`src/rtl/mem_if_pkg.sv`:
```
// Shared definitions for the Mem_Subsystem load/store initiator.
//   state_t     : initiator FSM states
//   ADDR_W_DEF  : default address width
//   DATA_W_DEF  : default data width
//   LOAD_OP     : req_write value selecting a load
//   STORE_OP    : req_write value selecting a store
package mem_if_pkg;

  typedef enum logic [2:0] {
    IDLE,
    ISSUE,
    WAIT,
    RESP,
    GAP
  } state_t;

  localparam int unsigned ADDR_W_DEF = 32;
  localparam int unsigned DATA_W_DEF = 32;

  localparam logic LOAD_OP  = 1'b0;
  localparam logic STORE_OP = 1'b1;

endpackage

```
`src/rtl/mem_access_initiator_if.sv`:
```
// Bundle of the core-side request/response handshake and the Mem_Subsystem
// strobe interface.
//   master : the initiator (accepts requests, drives strobes and responses)
//   slave  : the environment (core + Mem_Subsystem) seen from outside
// Signals:
//   req_valid/req_ready/req_write/req_addr/req_wdata : core request
//   resp_valid/resp_rdata/resp_error                 : core response
//   input_address/LOAD/STORE/store_data              : to Mem_Subsystem
//   data/MEM_READY                                   : from Mem_Subsystem
interface mem_access_initiator_if #(
  parameter int unsigned ADDR_W = 32,
  parameter int unsigned DATA_W = 32
) ();

  logic              req_valid;
  logic              req_ready;
  logic              req_write;
  logic [ADDR_W-1:0] req_addr;
  logic [DATA_W-1:0] req_wdata;

  logic              resp_valid;
  logic [DATA_W-1:0] resp_rdata;
  logic              resp_error;

  logic [ADDR_W-1:0] input_address;
  logic              LOAD;
  logic              STORE;
  logic [DATA_W-1:0] store_data;
  logic [DATA_W-1:0] data;
  logic              MEM_READY;

  modport master (
    input  req_valid, req_write, req_addr, req_wdata, data, MEM_READY,
    output req_ready, resp_valid, resp_rdata, resp_error,
           input_address, LOAD, STORE, store_data
  );

  modport slave (
    output req_valid, req_write, req_addr, req_wdata, data, MEM_READY,
    input  req_ready, resp_valid, resp_rdata, resp_error,
           input_address, LOAD, STORE, store_data
  );

endinterface

```
`src/rtl/mem_access_initiator.sv`:
```
// Core-side initiator for the Mem_Subsystem load/store interface.
// Accepts one request at a time, drives LOAD or STORE until MEM_READY or a
// timeout, returns a one-cycle response, then inserts a one-cycle idle gap.
// Ports:
//   CLK   : clock, rising edge
//   RESET : asynchronous, active-high reset
//   bus   : mem_access_initiator_if master modport (request, response and
//           Mem_Subsystem signals)
module mem_access_initiator
  import mem_if_pkg::*;
#(
  parameter int unsigned ADDR_W         = ADDR_W_DEF,
  parameter int unsigned DATA_W         = DATA_W_DEF,
  parameter int unsigned TIMEOUT_CYCLES = 32,
  parameter int unsigned CNT_W          = 6
) (
  input  logic                 CLK,
  input  logic                 RESET,
  mem_access_initiator_if.master bus
);

  state_t            state;
  state_t            next_state;

  logic              req_ready_q;
  logic              resp_valid_q;
  logic [DATA_W-1:0] resp_rdata_q;
  logic              resp_error_q;
  logic [ADDR_W-1:0] input_address_q;
  logic [DATA_W-1:0] store_data_q;
  logic              load_q;
  logic              store_q;
  logic              write_q;
  logic [CNT_W-1:0]  cnt;

  logic              accept;
  logic              done_ok;
  logic              timeout;

  assign bus.req_ready     = req_ready_q;
  assign bus.resp_valid    = resp_valid_q;
  assign bus.resp_rdata    = resp_rdata_q;
  assign bus.resp_error    = resp_error_q;
  assign bus.input_address = input_address_q;
  assign bus.store_data    = store_data_q;
  assign bus.LOAD          = load_q;
  assign bus.STORE         = store_q;

  // cnt counts strobe cycles: 0 during ISSUE, 1 in the first WAIT cycle, so
  // expiring at TIMEOUT_CYCLES-1 yields exactly TIMEOUT_CYCLES strobe cycles.
  always_comb begin
    accept  = 1'b0;
    done_ok = 1'b0;
    timeout = 1'b0;
    next_state = state;
    case (state)
      IDLE: begin
        if (bus.req_valid && req_ready_q) begin
          accept     = 1'b1;
          next_state = ISSUE;
        end
      end
      ISSUE: next_state = WAIT;
      WAIT: begin
        if (bus.MEM_READY) begin
          done_ok    = 1'b1;
          next_state = RESP;
        end else if (cnt == CNT_W'(TIMEOUT_CYCLES - 1)) begin
          timeout    = 1'b1;
          next_state = RESP;
        end
      end
      RESP:    next_state = GAP;
      GAP:     next_state = IDLE;
      default: next_state = IDLE;
    endcase
  end

  always_ff @(posedge CLK or posedge RESET) begin
    if (RESET) begin
      state <= IDLE;
    end else begin
      state <= next_state;
    end
  end

  // Outputs are registered from next_state so they change on the same edge
  // as the state and the reset can clear them asynchronously.
  always_ff @(posedge CLK or posedge RESET) begin
    if (RESET) begin
      req_ready_q     <= 1'b0;
      resp_valid_q    <= 1'b0;
      resp_rdata_q    <= '0;
      resp_error_q    <= 1'b0;
      input_address_q <= '0;
      store_data_q    <= '0;
      load_q          <= 1'b0;
      store_q         <= 1'b0;
      write_q         <= LOAD_OP;
      cnt             <= '0;
    end else begin
      req_ready_q  <= (next_state == IDLE);
      resp_valid_q <= (next_state == RESP);

      if (accept) begin
        input_address_q <= bus.req_addr;
        store_data_q    <= bus.req_wdata;
        write_q         <= bus.req_write;
        load_q          <= (bus.req_write == LOAD_OP);
        store_q         <= (bus.req_write == STORE_OP);
      end

      if (done_ok || timeout) begin
        load_q       <= 1'b0;
        store_q      <= 1'b0;
        resp_error_q <= timeout;
        resp_rdata_q <= (done_ok && (write_q == LOAD_OP)) ? bus.data : '0;
      end

      if (state == IDLE) begin
        cnt <= '0;
      end else if ((state == ISSUE) || (state == WAIT)) begin
        cnt <= cnt + 1'b1;
      end
    end
  end

endmodule

```
`src/flat_wrapper.sv`:
```
// flat-port wrapper written by rule: the top's interface ports become plain ports
module mem_access_initiator_flat import mem_if_pkg::*;
#(
  parameter int unsigned ADDR_W         = ADDR_W_DEF,
  parameter int unsigned DATA_W         = DATA_W_DEF,
  parameter int unsigned TIMEOUT_CYCLES = 32,
  parameter int unsigned CNT_W          = 6
)
  (CLK, RESET, bus_req_valid, bus_req_write, bus_req_addr, bus_req_wdata, bus_data, bus_MEM_READY, bus_req_ready, bus_resp_valid, bus_resp_rdata, bus_resp_error, bus_input_address, bus_LOAD, bus_STORE, bus_store_data);
  mem_access_initiator_if #(.ADDR_W(ADDR_W), .DATA_W(DATA_W)) bus_i ();
  input  logic CLK;
  input  logic RESET;
  input wire logic [$bits(bus_i.req_valid)-1:0] bus_req_valid;
  input wire logic [$bits(bus_i.req_write)-1:0] bus_req_write;
  input wire logic [$bits(bus_i.req_addr)-1:0] bus_req_addr;
  input wire logic [$bits(bus_i.req_wdata)-1:0] bus_req_wdata;
  input wire logic [$bits(bus_i.data)-1:0] bus_data;
  input wire logic [$bits(bus_i.MEM_READY)-1:0] bus_MEM_READY;
  output wire logic [$bits(bus_i.req_ready)-1:0] bus_req_ready;
  output wire logic [$bits(bus_i.resp_valid)-1:0] bus_resp_valid;
  output wire logic [$bits(bus_i.resp_rdata)-1:0] bus_resp_rdata;
  output wire logic [$bits(bus_i.resp_error)-1:0] bus_resp_error;
  output wire logic [$bits(bus_i.input_address)-1:0] bus_input_address;
  output wire logic [$bits(bus_i.LOAD)-1:0] bus_LOAD;
  output wire logic [$bits(bus_i.STORE)-1:0] bus_STORE;
  output wire logic [$bits(bus_i.store_data)-1:0] bus_store_data;
  assign bus_i.req_valid = bus_req_valid;
  assign bus_i.req_write = bus_req_write;
  assign bus_i.req_addr = bus_req_addr;
  assign bus_i.req_wdata = bus_req_wdata;
  assign bus_i.data = bus_data;
  assign bus_i.MEM_READY = bus_MEM_READY;
  assign bus_req_ready = bus_i.req_ready;
  assign bus_resp_valid = bus_i.resp_valid;
  assign bus_resp_rdata = bus_i.resp_rdata;
  assign bus_resp_error = bus_i.resp_error;
  assign bus_input_address = bus_i.input_address;
  assign bus_LOAD = bus_i.LOAD;
  assign bus_STORE = bus_i.STORE;
  assign bus_store_data = bus_i.store_data;
  mem_access_initiator #(.ADDR_W(ADDR_W), .DATA_W(DATA_W), .TIMEOUT_CYCLES(TIMEOUT_CYCLES), .CNT_W(CNT_W)) u_core (.CLK(CLK), .RESET(RESET), .bus(bus_i));
endmodule
```
`config.mk`:
```
export PLATFORM = sky130hd
export DESIGN_NAME = mem_access_initiator_flat
export DESIGN_NICKNAME = d
export VERILOG_FILES = /design/src/rtl/mem_if_pkg.sv /design/src/rtl/mem_access_initiator_if.sv /design/src/rtl/mem_access_initiator.sv /design/src/flat_wrapper.sv
export SDC_FILE = /design/constraint.sdc
export NUM_CORES = 1
export LEC_CHECK = 0
export BUFFER_PORTS_ARGS = -buffer_cell sky130_fd_sc_hd__buf_2
export CORE_AREA = 2 2 98 109
export DETAILED_ROUTE_END_ITERATION = 8
export DIE_AREA = 0 0 100 111
export GPL_ROUTABILITY_DRIVEN = 0
export HOLD_SLACK_MARGIN = 0.08
export PLACE_DENSITY = 0.89
export SKIP_LAST_GASP = 1
export SLEW_MARGIN = 0
export SYNTH_ARGS = -nofsm -noshare
export SYNTH_HDL_FRONTEND = slang
export SYNTH_SLANG_ARGS = --single-unit
```
`constraint.sdc`:
```
create_clock -name CLK -period 8 [get_ports CLK]
set_input_delay 0.4 -clock CLK [delete_from_list [all_inputs] [get_ports CLK]]
set_output_delay 0.4 -clock CLK [all_outputs]
set_load 0.005 [all_outputs]
```
# After elaboration in Yosys (flattened, before gate mapping)
# Index checks and enable logic that the tools add are counted.
dict set report totals {
  mem_bits_ro 0
  latchBits 0
  memories 0
  reg_bits 111
  out_inout_bits 101
  mem_bits_rw 0
}
dict set report op_classes {
  add_sub_neg 1
  n_mux 18
  n_eq_ne 5
  n_reduce_logical 8
  div_mod_pow 0
  shifts 0
  bitwise 2
  multipliers 0
  order_cmp 0
}
# operator n
set ops {}
lappend ops {{two-way mux 32 bit} 1}
lappend ops {{two-way mux 6 bit} 2}
lappend ops {{case mux 3 bit (4 select lines)} 1}
lappend ops {{two-way mux 1 bit} 11}
lappend ops {{== test 3 x 2 -> 1 bit (second input constant)} 3}
lappend ops {{two-way mux 3 bit} 3}
lappend ops {{adder 6 x 1 -> 6 bit (second input constant)} 1}
lappend ops {{== test 6 x 5 -> 1 bit (second input constant)} 1}
lappend ops {{zero test 3 bit} 2}
lappend ops {{nonzero test 2 bit} 2}
lappend ops {{== test 3 x 1 -> 1 bit (second input constant)} 1}
lappend ops {{logical AND 1 bit} 2}
lappend ops {{logical OR 1 bit} 2}
lappend ops {{NOT 1 bit} 2}

# Longest topological paths before layout
# Gate-level depths: netlist of the first run.
dict set report depth {
  ltp_word 6
  depth_mapped 6
  mapped_depth_nobuf 4
}

# Worst setup path after synthesis of the first run
# Ideal clock, no wire load.
dict set report synth_timing {
  kind {register to register}
  start {reg u_core.state[0]}
  end {reg u_core.store_data_q[12] (netlist: u_core.bus.store_data[12])}
  setup_time_ps 127
  path_stages_with_launch 7
  path_buffers 3
  arrival_time_ps 1765
  setup_slack_ps 6108
  t_required_ps 7873
  synth_period_minus_slack_ps 1892
  cell_sequence {dfrtp_1 > buf_6 > or4b_4 > nor2_4 > buf_8 > buf_8 > mux2_1}
}
dict set report synth_between {
  elab_chain_len 2
}
# item line_no
set synth_rtl {}
lappend synth_rtl {{from (decl)} mem_access_initiator.sv:22} ;# state_t state;
lappend synth_rtl {{from (signal assigned)} mem_access_initiator.sv:83} ;# state <= next_state;
lappend synth_rtl {{zero test 3 bit} mem_access_initiator.sv:56} ;# case (state)
lappend synth_rtl {{two-way mux 1 bit} mem_access_initiator.sv:56}
lappend synth_rtl {{to (signal assigned)} mem_access_initiator.sv:107} ;# store_data_q <= bus.req_wdata;
lappend synth_rtl {{to (decl)} mem_access_initiator.sv:30} ;# logic [DATA_W-1:0] store_data_q;
# No other way between the ends.
# A chain may end at the register's enable or synchronous reset.

# Final worst setup path of the first run
dict set report layout_timing {
  start {reg u_core.state[0]}
  end {reg u_core.store_data_q[9] (netlist: u_core.bus.store_data[9])}
}
# The elaborated chain is that of the path after synthesis.

==> summary.md, run 1 <==
- max-slew violations: 0
- result of the run: complete, no violations
- total of flip-flops plus latches after synthesis: 111
- share of the yosys chip area belonging to registers: 54.8%
- via density per instance: 5.21
- Hold Vio Cnt, Final: 0
- CP cell instances: or4b_4 > nor2_4 > buf_4 > mux2_2
- first element of the critical path: u_core.state[0]$_DFF_PP0_
- synthesis-to-layout area growth: 25.6%
- pin count of the biggest net entering global routing: 67
- leading register cell type out of synthesis: sky130_fd_sc_hd__dfrtp_1
- cell type group with the largest total delay on the critical path: simple AND/OR/NAND/NOR gates
- sum of met3 wire segment lengths after detailed routing: 1040 um
- category of the most critical setup path: reg2reg
- fraction of post-synthesis cell area in the top cell type by area: 54.8%
- total CTS buffers: 9
- Clock H-tree levels: 3
- post-route fraction of the period consumed by the critical path: 34.7%
- fraction of registers with async set or reset after synthesis: 100%
- number of rows in the core area: 39
- Detailed Place HPWL: 8250 um
- maximum resistive drop on vdd: 0.000189 V
- first-pass GRT wire length: 18600 um
- Initial Utilization: 50.0%
- amount of wire on met2 after detailed routing: 5530 um
- 1st-pass router iterations: 4
- number of cells on the worst reg-to-reg path: 4
- Horiz. Die Dim: 100 um
- capturing element type of the critical path: flop
- Startpoint Class: flop
- TritonCTS clock tree: yes
- Max stage delay on crit path: 690 ps
- count of hold buffers inserted by post-cts repair: 0
- Synth Net Count: 480
- Core Region: 0.0101 mm^2
- setup repair after global routing missed its margin: no
- DRC violation count after routing: 0
- Synthesis Warnings: 0
- number of different library cells in the post-synthesis netlist: 36
- Congestion Overflow GR: 0
- ratio of total power to cell area: 380 mW/mm^2
- number of cells on the critical path: 4
- worst rel slew slack: 36.5%
- worst clock skew: 7.27 ps
- ANT nets after route: 0
- number of diodes: 0
- Sink Count: 111
- Clock Root Buffer: sky130_fd_sc_hd__clkbuf_16
- I/O pin count: 202
- initial antenna violation count: 1
- instance area at placement: 0.00607 mm^2
- register-to-register path setup slack: 5230 ps
- Clk pin slew, worst setup/hold paths: 70 ps
- top layer reached by signal wires: met5
- setup tns final: 0 ps
- Resize count post-CTS: 0
- shortest clock period the worst path allows after layout: 2770 ps
- cell accounting for the most synthesized area: sky130_fd_sc_hd__dfrtp_1
- worst reg2reg path startpoint: u_core.state[0]$_DFF_PP0_
- Hold Crit Class: in2async
- insertion delay to the later sink of the worst-skew pair: 340 ps
- cell area after technology mapping: 0.00507 mm^2
- number of enable-type register cells in the synthesized netlist: 0
- largest fanout on the critical path: 47
- MaxCap Viol Count: 0
- Post-Synthesis Mean Instance Area: 13.4 um^2
- overall routed net length: 11500 um
- area enclosed by the die boundary: 0.0111 mm^2
- M1 WL: 4720 um
- Pleak: 0.00320 uW
- total via count in the routed design: 3618
- average wire per standard cell: 16.5 um
- data required time at the worst endpoint: 8230 ps
- highest attainable clock frequency: 360 MHz
- total setup buffers inserted after CTS: 0
- final design instance area without fill: 0.00637 mm^2
- fraction of final layout cells with drive strength greater than 1: 49.5%
- combined global-route utilization of all metal layers: 20.8%
- data arrival time of the critical path: 3000 ps
- Critical path destination: u_core.bus.store_data[9]$_DFFE_PP0P_
- Port Buffers: 201
- net total in the final layout: 669
- maximum clock insertion buffer count: 2
- Final Setup Violations: 0
- Die Ht: 111 um
- actual transition at the worst max-transition pin: 953 ps
- Worst path slowest cell: sky130_fd_sc_hd__buf_4
- cell count after synthesis: 378
- first-iteration detailed-routing DRC count: 94
- cell types occupying the most area after synthesis: sky130_fd_sc_hd__dfrtp_1 (55%), sky130_fd_sc_hd__mux2_4 (8.9%), sky130_fd_sc_hd__mux2i_1 (6.3%)
- Crit path buffers/inverters: 1
- Worst R2R End: u_core.bus.store_data[9]$_DFFE_PP0P_
- vias in the first global route: 3868
[stage by stage]
stage	hold slack, ps	setup slack, ps	util (%)	total power (uW)	instances
detailed placement	471	5210	59.8	2010	679
finish	117	5230	62.7	2420	695
global placement	469	5320	59.8	1940	679
CTS	129	5220	62.7	2450	695
global route	160	5110	62.7	2590	695
floorplan	471	4670	-	1630	378
[where the power goes]
group | switching [uW] | internal [uW] | total [uW] | leakage [uW]
sequential | 192 | 826 | 1020 | 0.00130
combinational | 402 | 569 | 971 | 0.00177
clock | 202 | 231 | 432 | 0.000138
[flip-flops by register name, summed over array words and instances (netlist names)]
signal	flops
u_core.write_q	1
u_core.bus.store_data	32
u_core.state	3
u_core.bus.STORE	1
u_core.cnt	6
u_core.bus.input_address	32
u_core.bus.resp_rdata	32
u_core.bus.req_ready	1
u_core.bus.resp_error	1
u_core.bus.resp_valid	1
u_core.bus.LOAD	1
[cells by family after synthesis]
group	after synthesis	synth area share, %
xor+xnor	1	0.173
fa+ha+maj	1	0.247
flops	111	54.8
mux	97	23.0
simple gates	83	11.7
buf+inv	30	4.00
compound gates	55	6.10
[how the worst min path moves through the flow]
| stage | from | endpoint | slack (ps) | depth (start not counted) |
|---|---|---|---|---|
| final | RESET | u_core.bus.input_address[11]$_DFFE_PP0P_ | 120 | 2 |
| after global routing | RESET | u_core.bus.input_address[9]$_DFFE_PP0P_ | 160 | 2 |
| after detailed placement | u_core.bus.store_data[16]$_DFFE_PP0P_ | u_core.bus.store_data[16]$_DFFE_PP0P_ | 470 | 1 |
| after floorplan | u_core.cnt[3]$_DFFE_PP0P_ | u_core.cnt[3]$_DFFE_PP0P_ | 470 | 1 |
| after CTS | RESET | u_core.bus.input_address[14]$_DFFE_PP0P_ | 130 | 2 |
| after global placement | u_core.bus.store_data[16]$_DFFE_PP0P_ | u_core.bus.store_data[16]$_DFFE_PP0P_ | 470 | 1 |
[worst register-to-register path, cell delays in order (launching register included)]
cell and delay, ps:
sky130_fd_sc_hd__dfrtp_1 470, sky130_fd_sc_hd__or4b_4 610, sky130_fd_sc_hd__nor2_4 440, sky130_fd_sc_hd__buf_4 690, sky130_fd_sc_hd__mux2_2 450
[synthesized netlist by cell type (2+ instances only)]
cell type,instances
sky130_fd_sc_hd__a22oi_1,2
sky130_fd_sc_hd__nand2_1,2
sky130_fd_sc_hd__clkbuf_1,15
sky130_fd_sc_hd__a21o_1,3
sky130_fd_sc_hd__nand2b_1,32
sky130_fd_sc_hd__o21ai_0,36
sky130_fd_sc_hd__a31o_2,2
sky130_fd_sc_hd__and2_1,2
sky130_fd_sc_hd__mux2i_1,32
sky130_fd_sc_hd__a31oi_1,2
sky130_fd_sc_hd__inv_1,4
sky130_fd_sc_hd__or3_1,2
sky130_fd_sc_hd__a21oi_1,7
sky130_fd_sc_hd__nor2_1,6
sky130_fd_sc_hd__buf_2,3
sky130_fd_sc_hd__mux2_4,30
sky130_fd_sc_hd__mux2_1,8
sky130_fd_sc_hd__dfrtp_1,111
sky130_fd_sc_hd__buf_12,3
sky130_fd_sc_hd__mux2_2,27
sky130_fd_sc_hd__buf_8,2
sky130_fd_sc_hd__buf_4,2
sky130_fd_sc_hd__and3b_1,32
[per-layer routing]
metal	vias to the layer above	GRT usage, %
li1	1710	-
met1	1726	25.7
met2	165	35.0
met3	15	6.18
met4	2	6.76
met5	-	0
[cell type report]
class | instances | area, um^2
Timing Repair Buffer | 204 | 1030
Multi-Input combinational cell | 237 | 2090
Tap cell | 123 | 154
Sequential cell | 111 | 2780
Fill cell | 779 | 3780
Inverter | 4 | 17.5
Clock inverter | 5 | 41.3
Clock buffer | 11 | 253
[cell usage in the layout (no fill, tap or decap), types with 2 or more instances in the layout]
| master | n |
|---|---|
| sky130_fd_sc_hd__clkinvlp_4 | 2 |
| sky130_fd_sc_hd__clkinv_4 | 2 |
| sky130_fd_sc_hd__and2_1 | 2 |
| sky130_fd_sc_hd__buf_2 | 201 |
| sky130_fd_sc_hd__clkbuf_16 | 9 |
| sky130_fd_sc_hd__mux2_2 | 27 |
| sky130_fd_sc_hd__or3_1 | 2 |
| sky130_fd_sc_hd__inv_1 | 3 |
| sky130_fd_sc_hd__nor2_1 | 6 |
| sky130_fd_sc_hd__and3b_1 | 32 |
| sky130_fd_sc_hd__buf_4 | 3 |
| sky130_fd_sc_hd__clkbuf_8 | 2 |
| sky130_fd_sc_hd__nand2_1 | 2 |
| sky130_fd_sc_hd__dfrtp_1 | 111 |
| sky130_fd_sc_hd__mux2_1 | 8 |
| sky130_fd_sc_hd__a31o_2 | 2 |
| sky130_fd_sc_hd__o21ai_0 | 36 |
| sky130_fd_sc_hd__a21oi_1 | 7 |
| sky130_fd_sc_hd__a21o_1 | 3 |
| sky130_fd_sc_hd__mux2_4 | 30 |
| sky130_fd_sc_hd__a31oi_1 | 2 |
| sky130_fd_sc_hd__nand2b_1 | 32 |
| sky130_fd_sc_hd__mux2i_1 | 32 |
| sky130_fd_sc_hd__a22oi_1 | 2 |
(Power assumes the default switching activity.)
==> run 2, diff against run 1 <==
CORE_AREA = 2 2 106 118   (was 2 2 98 109)
DIE_AREA = 0 0 108 120   (was 0 0 100 111)
PLACE_DENSITY = 0.81   (was 0.89)
clock period = 2.54 ns   (was 8 ns; I/O delays follow)
==> run 2 against run 1 <==
Against the previous run: first-iteration DRC count is 140% higher; maximum frequency up 33%; total power rose to 3.2 times the previous value; sequential share of layout area shrank 4.6 points; register-to-register slack got worse by 4800 ps; non-clock buffer count up 68; sequential cell count did not move; critical path type unchanged; largest power group is now combinational cells.
==> summary.md, run 2 (synthesized netlist as in run 1, its figures left out) <==
- Clock H-tree levels: 3, unchanged
- DRC violation count after routing: 0, unchanged
- area enclosed by the die boundary: 0.0130 mm^2, +17%
- initial antenna violation count: 0, -1
- highest attainable clock frequency: 479 MHz, +33%
- Core Region: 0.0118 mm^2, +16%
- fraction of final layout cells with drive strength greater than 1: 44.4%, -5.0 points
- post-route fraction of the period consumed by the critical path: 82.3%, +48 points
- register-to-register path setup slack: 450 ps, -4780 ps
- max-slew violations: 0, unchanged
- commonest non-fill, non-tap cells in the layout: sky130_fd_sc_hd__buf_2 (201), sky130_fd_sc_hd__dfrtp_1 (111), sky130_fd_sc_hd__dlygate4sd3_1 (65)
- total CTS buffers: 9, unchanged
- average wire per standard cell: 17.2 um, +4.3%
- result of the run: complete, no violations
- Worst R2R End: u_core.bus.store_data[9]$_DFFE_PP0P_
- I/O pin count: 202, unchanged
- pin count of the biggest net entering global routing: 67, unchanged
- total setup buffers inserted after CTS: 0, unchanged
- data arrival time of the critical path: 2320 ps, -680 ps
- net total in the final layout: 737, +10%
- worst reg2reg path startpoint: u_core.state[0]$_DFF_PP0_
- largest fanout on the critical path: 57, +21%
- insertion delay to the later sink of the worst-skew pair: 340 ps, about the same
- worst rel slew slack: 37.9%, +1.4 points
- actual transition at the worst max-transition pin: 932 ps, -21.3 ps
- category of the most critical setup path: reg2reg
- data required time at the worst endpoint: 2770 ps, -5460 ps
- commonest non-fill, non-tap cell in the layout: sky130_fd_sc_hd__buf_2
- capturing element type of the critical path: flop
- maximum clock insertion buffer count: 2, unchanged
- MaxCap Viol Count: 0, unchanged
- Hold Path Sink: u_core.bus.LOAD$_DFFE_PP0P_
- total via count in the routed design: 3969, +9.7%
- Clock Root Buffer: sky130_fd_sc_hd__clkbuf_16
- synthesis-to-layout area growth: 40.2%
- overall routed net length: 13700 um, +19%
- TritonCTS clock tree: yes
- Pleak: 0.00349 uW, +9.1%
- Congestion Overflow GR: 0, unchanged
- Port Buffers: 201, unchanged
- maximum resistive drop on vdd: 0.000708 V, +270%
- Initial Utilization: 42.9%, -7.1 points
- vias in the first global route: 4298, +11%
- first-iteration detailed-routing DRC count: 222, +140%
- Detailed Place HPWL: 8370 um, +1.4%
- worst hold path depth: 3
- Hold Crit Class: in2reg
- via density per instance: 5.01, -3.9%
- tightest hold margin: 125 ps, +7.96 ps
- shortest clock period the worst path allows after layout: 2090 ps, -685 ps
- worst clock skew: 8.29 ps, +1.02 ps
- Startpoint Class: flop
- Worst Min Path Start: bus_req_write
- Hold Vio Cnt, Final: 0, unchanged
- Clk pin slew, worst setup/hold paths: 70 ps, about the same
- Sink Count: 111, unchanged
- setup repair after global routing missed its margin: no
- Final Setup Violations: 0, unchanged
- number of diodes: 0, unchanged
- first-pass GRT wire length: 21600 um, +16%
- ANT nets after route: 0, unchanged
- number of cells on the worst reg-to-reg path: 4, unchanged
- Horiz. Die Dim: 108 um, +8.0%
- setup tns final: 0 ps, unchanged
- 1st-pass router iterations: 4, unchanged
- Filler Cell Count: 866, +11%
- Die Ht: 120 um, +8.1%
- ratio of total power to cell area: 1100 mW/mm^2, +190%
- number of rows in the core area: 42, +7.7%
- combined global-route utilization of all metal layers: 21.4%, +0.60 points
-- run 2: cell count changes in the layout (fill, tap and decap cells not counted), sizes merged --
cell         delta
dlygate4sd3    +65
buf             +3
clkinv          -1
clkinvlp        +1
inv             -1
-- run 2: how the worst max path moves through the flow --
stage                     depth (start not counted)  slack (ps)                      start                                    end
after floorplan                                   6         650  u_core.state[0]$_DFF_PP0_  u_core.bus.store_data[12]$_DFFE_PP0P_
after global placement                            4         540  u_core.state[0]$_DFF_PP0_  u_core.bus.store_data[10]$_DFFE_PP0P_
after detailed placement                          4         490  u_core.state[0]$_DFF_PP0_   u_core.bus.store_data[9]$_DFFE_PP0P_
after CTS                                         4         470  u_core.state[0]$_DFF_PP0_   u_core.bus.store_data[9]$_DFFE_PP0P_
after global routing                              4         390  u_core.state[0]$_DFF_PP0_   u_core.bus.store_data[6]$_DFFE_PP0P_
final                                             4         450  u_core.state[0]$_DFF_PP0_   u_core.bus.store_data[9]$_DFFE_PP0P_
-- run 2: report_power, final --
group          internal [uW]  switching (uW)  leakage (uW)  total [uW]
Sequential              2600             624       0.00130        3230
Clock                    693             635      0.000130        1330
Combinational           1910            1360       0.00207        3270
-- run 2: layer usage --
metal | part of all wire [%] | vias to the layer above | GRT usage [%]
li1 | - | 1840 | -
met1 | 41 | 1935 | 25.8
met2 | 49 | 161 | 36.1
met3 | 7.0 | 33 | 5.49
met4 | 3.2 | 0 | 9.38
met5 | 0 | - | 0
-- run 2: cell type report --
class	instances	area, um^2	share of cell area, %
sequential	111	2780	39.1
inverter	4	18.8	0.264
clock buffer	11	243	3.41
tap	154	193	2.71
timing repair buffer	272	1750	24.6
clock inverter	4	31.3	0.440
multi-input combinational	237	2090	29.5
-- run 2: stage by stage --
stage | util (%) | cell area [um^2] | total power [uW] | worst slack [ps] | cells
global route | 60.1 | 7110 | 8320 | 392 | 793
floorplan | - | 5070 | 5150 | 648 | 378
global placement | 52.3 | 6180 | 6210 | 537 | 713
finish | 60.1 | 7110 | 7820 | 451 | 793
detailed placement | 52.3 | 6180 | 6370 | 488 | 713
CTS | 60.1 | 7110 | 7790 | 471 | 793
-- run 2: worst max-delay path, stage by stage, from the launching register on --
cell,delay (ps)
sky130_fd_sc_hd__dfrtp_1,460
sky130_fd_sc_hd__or4b_4,620
sky130_fd_sc_hd__nor2_4,140
sky130_fd_sc_hd__buf_12,310
sky130_fd_sc_hd__mux2_2,380
-- run 2: what timing repair did --
item,4_1_cts,5_1_grt
gates resized for setup,0,0
hold endpoints to repair,92,0
hold buffers,65,0
endpoints found under the setup margin,0,0
